<file path="src/rtl/tspp_fetch_stage.sv">
// Fetch stage: owns the PC, issues instruction-memory reads and fills the
// fetch/execute latch under a valid/stall handshake. Branch and jump redirects
// from execute kill any wrong-path fetch, including one still on the bus.
//
//  state  | meaning
//  -------+------------------------------------------------------------------
//  FETCH  | read request at pc; completed data goes to the latch or the skid
//  HOLD   | fetched word parked in skid while execute stalls; bus idle
//  SQUASH | wrong-path read still in flight; wait it out, then jump to target
module tspp_fetch_stage #(
    parameter logic [31:0] RESET_PC = 32'h0000_0200,
    parameter int          ADDR_W   = 32
) (
    input  logic              CLK,
    input  logic              nRST,
    output logic              imem_ren,
    output logic [ADDR_W-1:0] imem_addr,
    input  logic              imem_busy,
    input  logic [31:0]       imem_rdata,
    input  logic              stall,
    input  logic              redirect,
    input  logic [ADDR_W-1:0] redirect_pc,
    output logic              fe_valid,
    output logic [31:0]       fe_instr,
    output logic [ADDR_W-1:0] fe_pc,
    output logic [ADDR_W-1:0] fe_pc4
);

    typedef enum logic [1:0] {
        FETCH  = 2'd0,
        HOLD   = 2'd1,
        SQUASH = 2'd2
    } state_t;

    state_t            state_q, state_d;
    logic [ADDR_W-1:0] pc_q, pc_d;
    logic [ADDR_W-1:0] target_q, target_d;
    logic [ADDR_W-1:0] skid_pc_q, skid_pc_d;
    logic [31:0]       skid_instr_q, skid_instr_d;
    logic              fe_valid_q, fe_valid_d;
    logic [31:0]       fe_instr_q, fe_instr_d;
    logic [ADDR_W-1:0] fe_pc_q, fe_pc_d;

    logic              accept;
    logic [ADDR_W-1:0] redir_al;
    logic [ADDR_W-1:0] pc_inc;

    // The latch can take a new word when empty or when execute drains it now.
    assign accept   = !fe_valid_q || !stall;
    assign redir_al = {redirect_pc[ADDR_W-1:2], 2'b00};
    assign pc_inc   = pc_q + ADDR_W'(4);

    // The address stays at pc even in SQUASH so a pending read never changes.
    assign imem_ren  = (state_q != HOLD);
    assign imem_addr = pc_q;
    assign fe_valid  = fe_valid_q;
    assign fe_instr  = fe_instr_q;
    assign fe_pc     = fe_pc_q;
    assign fe_pc4    = fe_pc_q + ADDR_W'(4);

    // Next-state and datapath decisions; redirect always wins.
    always_comb begin
        state_d      = state_q;
        pc_d         = pc_q;
        target_d     = target_q;
        skid_pc_d    = skid_pc_q;
        skid_instr_d = skid_instr_q;
        fe_valid_d   = fe_valid_q;
        fe_instr_d   = fe_instr_q;
        fe_pc_d      = fe_pc_q;
        case (state_q)
            FETCH: begin
                if (redirect) begin
                    fe_valid_d = 1'b0;
                    if (imem_busy) begin
                        target_d = redir_al;
                        state_d  = SQUASH;
                    end else begin
                        pc_d = redir_al;
                    end
                end else if (!imem_busy) begin
                    pc_d = pc_inc;
                    if (accept) begin
                        fe_valid_d = 1'b1;
                        fe_instr_d = imem_rdata;
                        fe_pc_d    = pc_q;
                    end else begin
                        skid_instr_d = imem_rdata;
                        skid_pc_d    = pc_q;
                        state_d      = HOLD;
                    end
                end else if (accept) begin
                    fe_valid_d = 1'b0;
                end
            end
            HOLD: begin
                if (redirect) begin
                    pc_d       = redir_al;
                    fe_valid_d = 1'b0;
                    state_d    = FETCH;
                end else if (!stall) begin
                    fe_instr_d = skid_instr_q;
                    fe_pc_d    = skid_pc_q;
                    fe_valid_d = 1'b1;
                    state_d    = FETCH;
                end
            end
            SQUASH: begin
                fe_valid_d = 1'b0;
                if (!imem_busy) begin
                    pc_d    = redirect ? redir_al : target_q;
                    state_d = FETCH;
                end else if (redirect) begin
                    target_d = redir_al;
                end
            end
            default: begin
                state_d    = FETCH;
                fe_valid_d = 1'b0;
            end
        endcase
    end

    // State and datapath registers; reset abandons any in-flight read.
    always_ff @(posedge CLK or negedge nRST) begin
        if (!nRST) begin
            state_q      <= FETCH;
            pc_q         <= RESET_PC[ADDR_W-1:0];
            target_q     <= '0;
            skid_pc_q    <= '0;
            skid_instr_q <= '0;
            fe_valid_q   <= 1'b0;
            fe_instr_q   <= '0;
            fe_pc_q      <= '0;
        end else begin
            state_q      <= state_d;
            pc_q         <= pc_d;
            target_q     <= target_d;
            skid_pc_q    <= skid_pc_d;
            skid_instr_q <= skid_instr_d;
            fe_valid_q   <= fe_valid_d;
            fe_instr_q   <= fe_instr_d;
            fe_pc_q      <= fe_pc_d;
        end
    end

endmodule

</file>
<file path="config.mk">
export PLATFORM = sky130hd
export DESIGN_NAME = tspp_fetch_stage
export DESIGN_NICKNAME = d
export VERILOG_FILES = /design/src/rtl/tspp_fetch_stage.sv
export SDC_FILE = /design/constraint.sdc
export NUM_CORES = 1
export LEC_CHECK = 0
export CORE_MARGIN = 3
export CORE_UTILIZATION = 52
export CTS_CLUSTER_DIAMETER = 60
export DETAILED_ROUTE_END_ITERATION = 16
export PLACE_DENSITY_LB_ADDON = 0.08
export SYNTH_ARGS = -nofsm -noshare
export SYNTH_HDL_FRONTEND = slang
export SYNTH_SLANG_ARGS = --single-unit
</file>
<file path="constraint.sdc">
create_clock -name CLK -period 2.27 [get_ports CLK]
set_input_delay 0.227 -clock CLK [delete_from_list [all_inputs] [get_ports CLK]]
set_output_delay 0.227 -clock CLK [all_outputs]
set_load 0.01 [all_outputs]
</file>
Yosys cells after proc, flatten, opt, wreduce, memory -nomap -nowiden
Index checks and enable logic that the tools add are counted.
- logic and storage cells: 82
- output and inout bits: 130
- input bits: 69
- flip-flop bits (word level): 195
- bitwise logic cells: 3
- reductions and logical operators: 13
- equality and inequality tests: 18
- muxes and demuxes: 38
- add/subtract/negate cells: 2
- operator list (operator ; count):
    $mux W32 ; 19
    $pmux W32 S2 ; 3
    $pmux W32 S3 ; 1
    $add A32 B3 Y32 const B ; 2
    $ne A2 B2 Y1 const B ; 10
    $ne A3 B3 Y1 const B ; 5
    $mux W2 ; 7
    $reduce_and A4 Y1 ; 3
    $mux W1 ; 6
    $pmux W2 S3 ; 1
    $reduce_and A6 Y1 ; 1
    $reduce_and A5 Y1 ; 1
    $reduce_bool A2 Y1 ; 2
    $not A1 Y1 ; 3
    $reduce_bool A3 Y1 ; 1
    $eq A2 B1 Y1 const B ; 1
    $eq A2 B2 Y1 const B ; 1
    $logic_not A1 Y1 ; 2
    $logic_not A2 Y1 ; 1
    $ne A2 B1 Y1 const B ; 1
    $pmux W1 S2 ; 1
    $reduce_and A2 Y1 ; 1
    $logic_or A1 B1 Y1 ; 1

Logic depth before layout (Yosys ltp)
Gate-level depths: netlist of the first run.
- word-level depth: 6
- mapped depth: 10
- mapped depth without buffers: 7

Worst setup path before layout of the first run
No wires, ideal clock.
- kind: register to register
- start point: register state_q[0]
- end point: register pc_q[18] (netlist: imem_addr[18])
- clock period less this slack: 2.031 ns
- arrival time: 1.905 ns
- data required time: 2.144 ns
- setup time: 0.126 ns
- buffers on the path: 3
- stages on the path, launching flop included: 11
- slack: 0.239 ns
- cell sequence: dfrtp_1 -> inv_1 -> ha_1 -> clkbuf_1 -> o21a_1 -> a211o_1 -> buf_2 -> buf_2 -> nand2_1 -> o21ai_0 -> a311o_1
- word-level cells in the longest chain between the ends: 3
- elaborated cells between the ends (all ways): 9
- those cells by class: eq/ne: 5; mux: 1; reduce/logical: 3
- RTL lines (what ; line ; source):
    start: declaration ; 35 ; state_t state_q, state_d;
    start signal: assignment ; 136 ; state_q <= state_d;
    $eq A2 B1 Y1, or another cell as far along ; 71 ; case (state_q)
    $ne A2 B2 Y1 (no line) / $reduce_bool A3 Y1 (equally long branches) ; - ;
    $reduce_and A4 Y1 (no line) ; - ;
    end signal: assignment ; 128 ; pc_q <= RESET_PC[ADDR_W-1:0];
    end signal: assignment ; 137 ; pc_q <= pc_d;
    end: declaration ; 36 ; logic [ADDR_W-1:0] pc_q, pc_d;
Parallel ways exist; a longest one is shown, timed or not.
A chain may end at the register's enable or synchronous reset.

Final worst setup path of the first run
- start point: register fe_pc_q[7] (netlist: fe_pc[7])
- end point: output fe_pc4[29]
- word-level cells in the longest chain between the ends: 1
- RTL lines (what ; line ; source):
    start: declaration ; 42 ; logic [ADDR_W-1:0] fe_pc_q, fe_pc_d;
    start signal: assignment ; 143 ; fe_pc_q <= fe_pc_d;
    $add A32 B3 Y32 ; 59 ; assign fe_pc4 = fe_pc_q + ADDR_W'(4);
    end: declaration ; 26 ; output logic [ADDR_W-1:0] fe_pc4
Every way passes these cells.

==> results of run 1 <==
## sequential cells by signal (all words and copies together), names as in the netlist
name / cells
target_q: 32
fe_pc: 32
fe_valid: 1
skid_pc_q: 32
skid_instr_q: 32
fe_instr: 32
imem_addr: 32
state_q: 2
## final cells by class
class	count	area, um2	share of cell area [%]
clock buffer	18	429	3.25
clock inverter	14	159	1.20
inverter	12	45.0	0.341
multi-input combinational	643	4680	35.5
sequential	195	4880	37.0
tap	229	287	2.17
timing repair buffer	283	2710	20.5
## per-stage QoR
step                TNS, ns  hold slack [ns]
floorplan                 0          -0.0686
global placement     -0.148            0.221
detailed placement   -0.290            0.223
CTS                  -0.869            0.320
global route          -1.36            0.357
finish               -0.533            0.313
## power by group through the flow
stage          logic, mW  registers, mW  clock network [mW]
6_report            9.13           6.36                3.02
5_1_grt             9.95           6.59                3.22
4_1_cts             9.10           6.34                3.08
3_5_place_dp        9.19           6.39                   0
3_3_place_gp        9.02           6.29                   0
2_1_floorplan       4.45           6.60                   0
## worst max-delay path by stage
stage,from,endpoint,slack (ns)
final,fe_pc[7],fe_pc4[29],-0.14
after global routing,fe_pc[2],fe_pc4[31],-0.23
after floorplan,state_q[0],imem_addr[18],0.24
after CTS,fe_pc[7],fe_pc4[23],-0.17
after global placement,fe_pc[3],fe_pc4[31],-0.04
after detailed placement,fe_pc[3],fe_pc4[29],-0.06
## critical path: stages (launching register included)
cell and delay [ns]:
dfrtp_1 0.41, nand4_4 0.14, nor4_4 0.37, nand4_1 0.24
buf_4 0.22, nor2_4 0.07, xor2_1 0.14, buf_2 0.15
## repair_timing
action / 4_1_cts / 5_1_grt
endpoints found under the hold margin: 52 / 0
pin swaps: 11 / 9
hold buffers: 1 / 0
resized for setup: 67 / 17
setup buffers: 5 / 9
setup endpoints to repair: 23 / 21
## cell usage after synthesis (all sizes together), types with 3 or more instances
cell type	count
mux2i	68
a222oi	11
buf	51
and4	5
dfrtp	194
xnor2	20
nand4	17
nand3	22
clkbuf	13
ha	6
and3	11
a22o	10
xor2	9
mux2	100
o22a	3
o211ai	3
a221oi	10
inv	12
o22ai	6
a22oi	7
o21a	3
nor3b	3
and2	4
nor4	12
o31ai	3
o21ai	38
nor3	6
nand2	42
a21oi	92
a31oi	9
a211o	4
nor2b	4
nor2	105
## logic make-up after synthesis
logic type	after synthesis	share of synthesized area, %
and+or+nand+nor	234	12.1
AOI/OAI and AO/OA	206	13.0
DFF	195	49.5
muxes	168	18.3
buffers and inverters	76	3.68
xor gates and xnor gates	29	2.58
adders and majority gates	6	0.762
## metal layers
metal  GRT usage [%]  routed length, um  vias to the layer above
met5               0                  0                        -
met4            6.19                332                        0
li1                -                  -                     3815
met2            37.1              11500                      282
met1            35.6              11500                     3951
met3            4.73               1650                       28
==> key figures, run 1 <==
Status
  • Run status: finished, violations left
  • Failing checks: negative setup slack

Synth
  • Post-Syn Nets: 989
  • Synth top area share: 49.3%
  • FFs w/ async S/R, synth: 100%
  • Largest cells by area after synthesis: dfrtp_1 49%, mux2_2 11%, mux2i_1 6.9%, a21oi_1 4.7%, nor2_1 3.9%
  • Yosys warns: 0
  • Synth Register Bits: 195
  • Synth unique cells: 57
  • Syn_area_per_cell: 10.8 um2
  • Post-synthesis cell count: 914
  • EDFF count, synth: 0
  • Register area share after synthesis: 49.5%
  • Main synth FF type: dfrtp_1
  • Mapped cell area: 9850 um2
  • Synth area leader: dfrtp_1

Cells and area
  • Finished Cell Area: 13,200 um2
  • Finished Layout Cells: 1,394
  • Nets: 1,227
  • Fill count: 1,408
  • N_diodes: 0
  • Layout cells sized above 1: 21.8%
  • Commonest non-fill, non-tap cell in the layout: dfrtp_1
  • Area grow syn2layout: 33.9%
  • Commonest non-fill, non-tap cells in the layout: 194 x dfrtp_1, 168 x clkdlybuf4s50_1, 97 x nor2_1
  • Util after Layout: 72.2%

Pwr
  • Pwr Total: 18.5 mW
  • Switching pwr: 7.06 mW
  • Int Pwr: 11.4 mW
  • Power share of the combinational group: 49.3%
  • Peak VDD IR: 704 uV
  • PD cells: 1400 nW/um2
  • Switching share of power: 38.2%
  • Pleak: 5.65 nW
  • Clock power frac: 16.3%
  • Register share of total power: 34.4%

Routing
  • First drt pass iteration count: 5
  • DR DRC count: 0
  • Final ANT Viol Nets: 0
  • Aggregate routed wire length: 24,900 um
  • Per-cell routed wire length: 17.9 um
  • Vias: 8,076
  • Detail-routed via count per cell: 5.79
  • Initial DRC Count: 496

Clocking
  • Clk_lat worst skew: 0.43 ns
  • CTS Buf Count: 17
  • CTS tree: done
  • CTS Sinks: 195
  • CTS Root Cell: clkbuf_16
  • Reg clk slew, reported paths: 0.07 ns
  • # H-tree levels: 4
  • Max Buffers Root-to-Sink: 2

Worst setup path
  • CP required: 2.04 ns
  • R2R Setup Slk: 0.13 ns
  • CP Capture Type: primary output
  • CP Data Arrival Time: 2.18 ns
  • Reg-to-reg endpoint: fe_pc[18]
  • Critical Path Start Type: flip-flop
  • R2r startpoint: state_q[1]
  • R2R cell count: 9
  • WS Path Type: flip-flop to primary output
  • CP Max Fanout: 4

Placement
  • Setup WS pre-CTS: -0.0647 ns
  • Dpl cells: 1,349
  • RD Place Congestion: 0.863
  • Post-DP Area: 12,500 um2
  • Port bufs: 196
  • Hpwl dp: 17,800 um

Global routing
  • Number of global-route vias before repair: 7,677
  • Pin count of the biggest net entering global routing: 63
  • GRT Total Usage: 24.2%
  • Initial antenna violation count: 0
  • Grt ovf: 0
  • First-pass GRT wire length: 40,100 um

Floorplan
  • Site Rows: 49
  • Die X: 144 um
  • I/O pins: 199
  • Die area: 20,600 um2
  • Die height: 144 um
  • Initial Util: 53.9%
  • Core area: 18,300 um2

Timing
  • RSZ-0062 raised after global routing: true
  • F_max: 0.415 GHz
  • Clk_skew: 0.0102 ns
  • Part of the cycle the worst path needs: 106%
  • Final setup fails: 8
  • Max-slew violations: 0
  • Minimum clock period: 2.41 ns
  • Setup ws final: -0.138 ns
  • Hold Fails Final Rpt: 0
  • Worst-Margin Slew: 0.526 ns
  • Max-slew headroom: 65.0%

Run
  • Max-cap violations: 0

Worst hold path
  • Worst Hold Class: input pin to asynchronous set/reset pin
Note: power is estimated with default switching activity, not from simulation.
==> run 2: changes to the inputs <==
--- a/config.mk
+++ b/config.mk
@@ -5,6 +5,7 @@
 export SDC_FILE = /design/constraint.sdc
 export NUM_CORES = 1
 export LEC_CHECK = 0
+export CAP_MARGIN = 10
 export CORE_MARGIN = 3
 export CORE_UTILIZATION = 52
 export CTS_CLUSTER_DIAMETER = 60
==> results of run 2 <==
Same layout as run 1: the final DEF is identical, and so are final timing and power.
==> run 3: changes to the inputs <==
--- a/config.mk
+++ b/config.mk
@@ -11,6 +11,7 @@
 export CTS_CLUSTER_DIAMETER = 60
 export DETAILED_ROUTE_END_ITERATION = 16
 export PLACE_DENSITY_LB_ADDON = 0.08
+export SLEW_MARGIN = 20
 export SYNTH_ARGS = -nofsm -noshare
 export SYNTH_HDL_FRONTEND = slang
 export SYNTH_SLANG_ARGS = --single-unit
==> results of run 3 <==
Same layout as run 1: the final DEF is identical, and so are final timing and power.
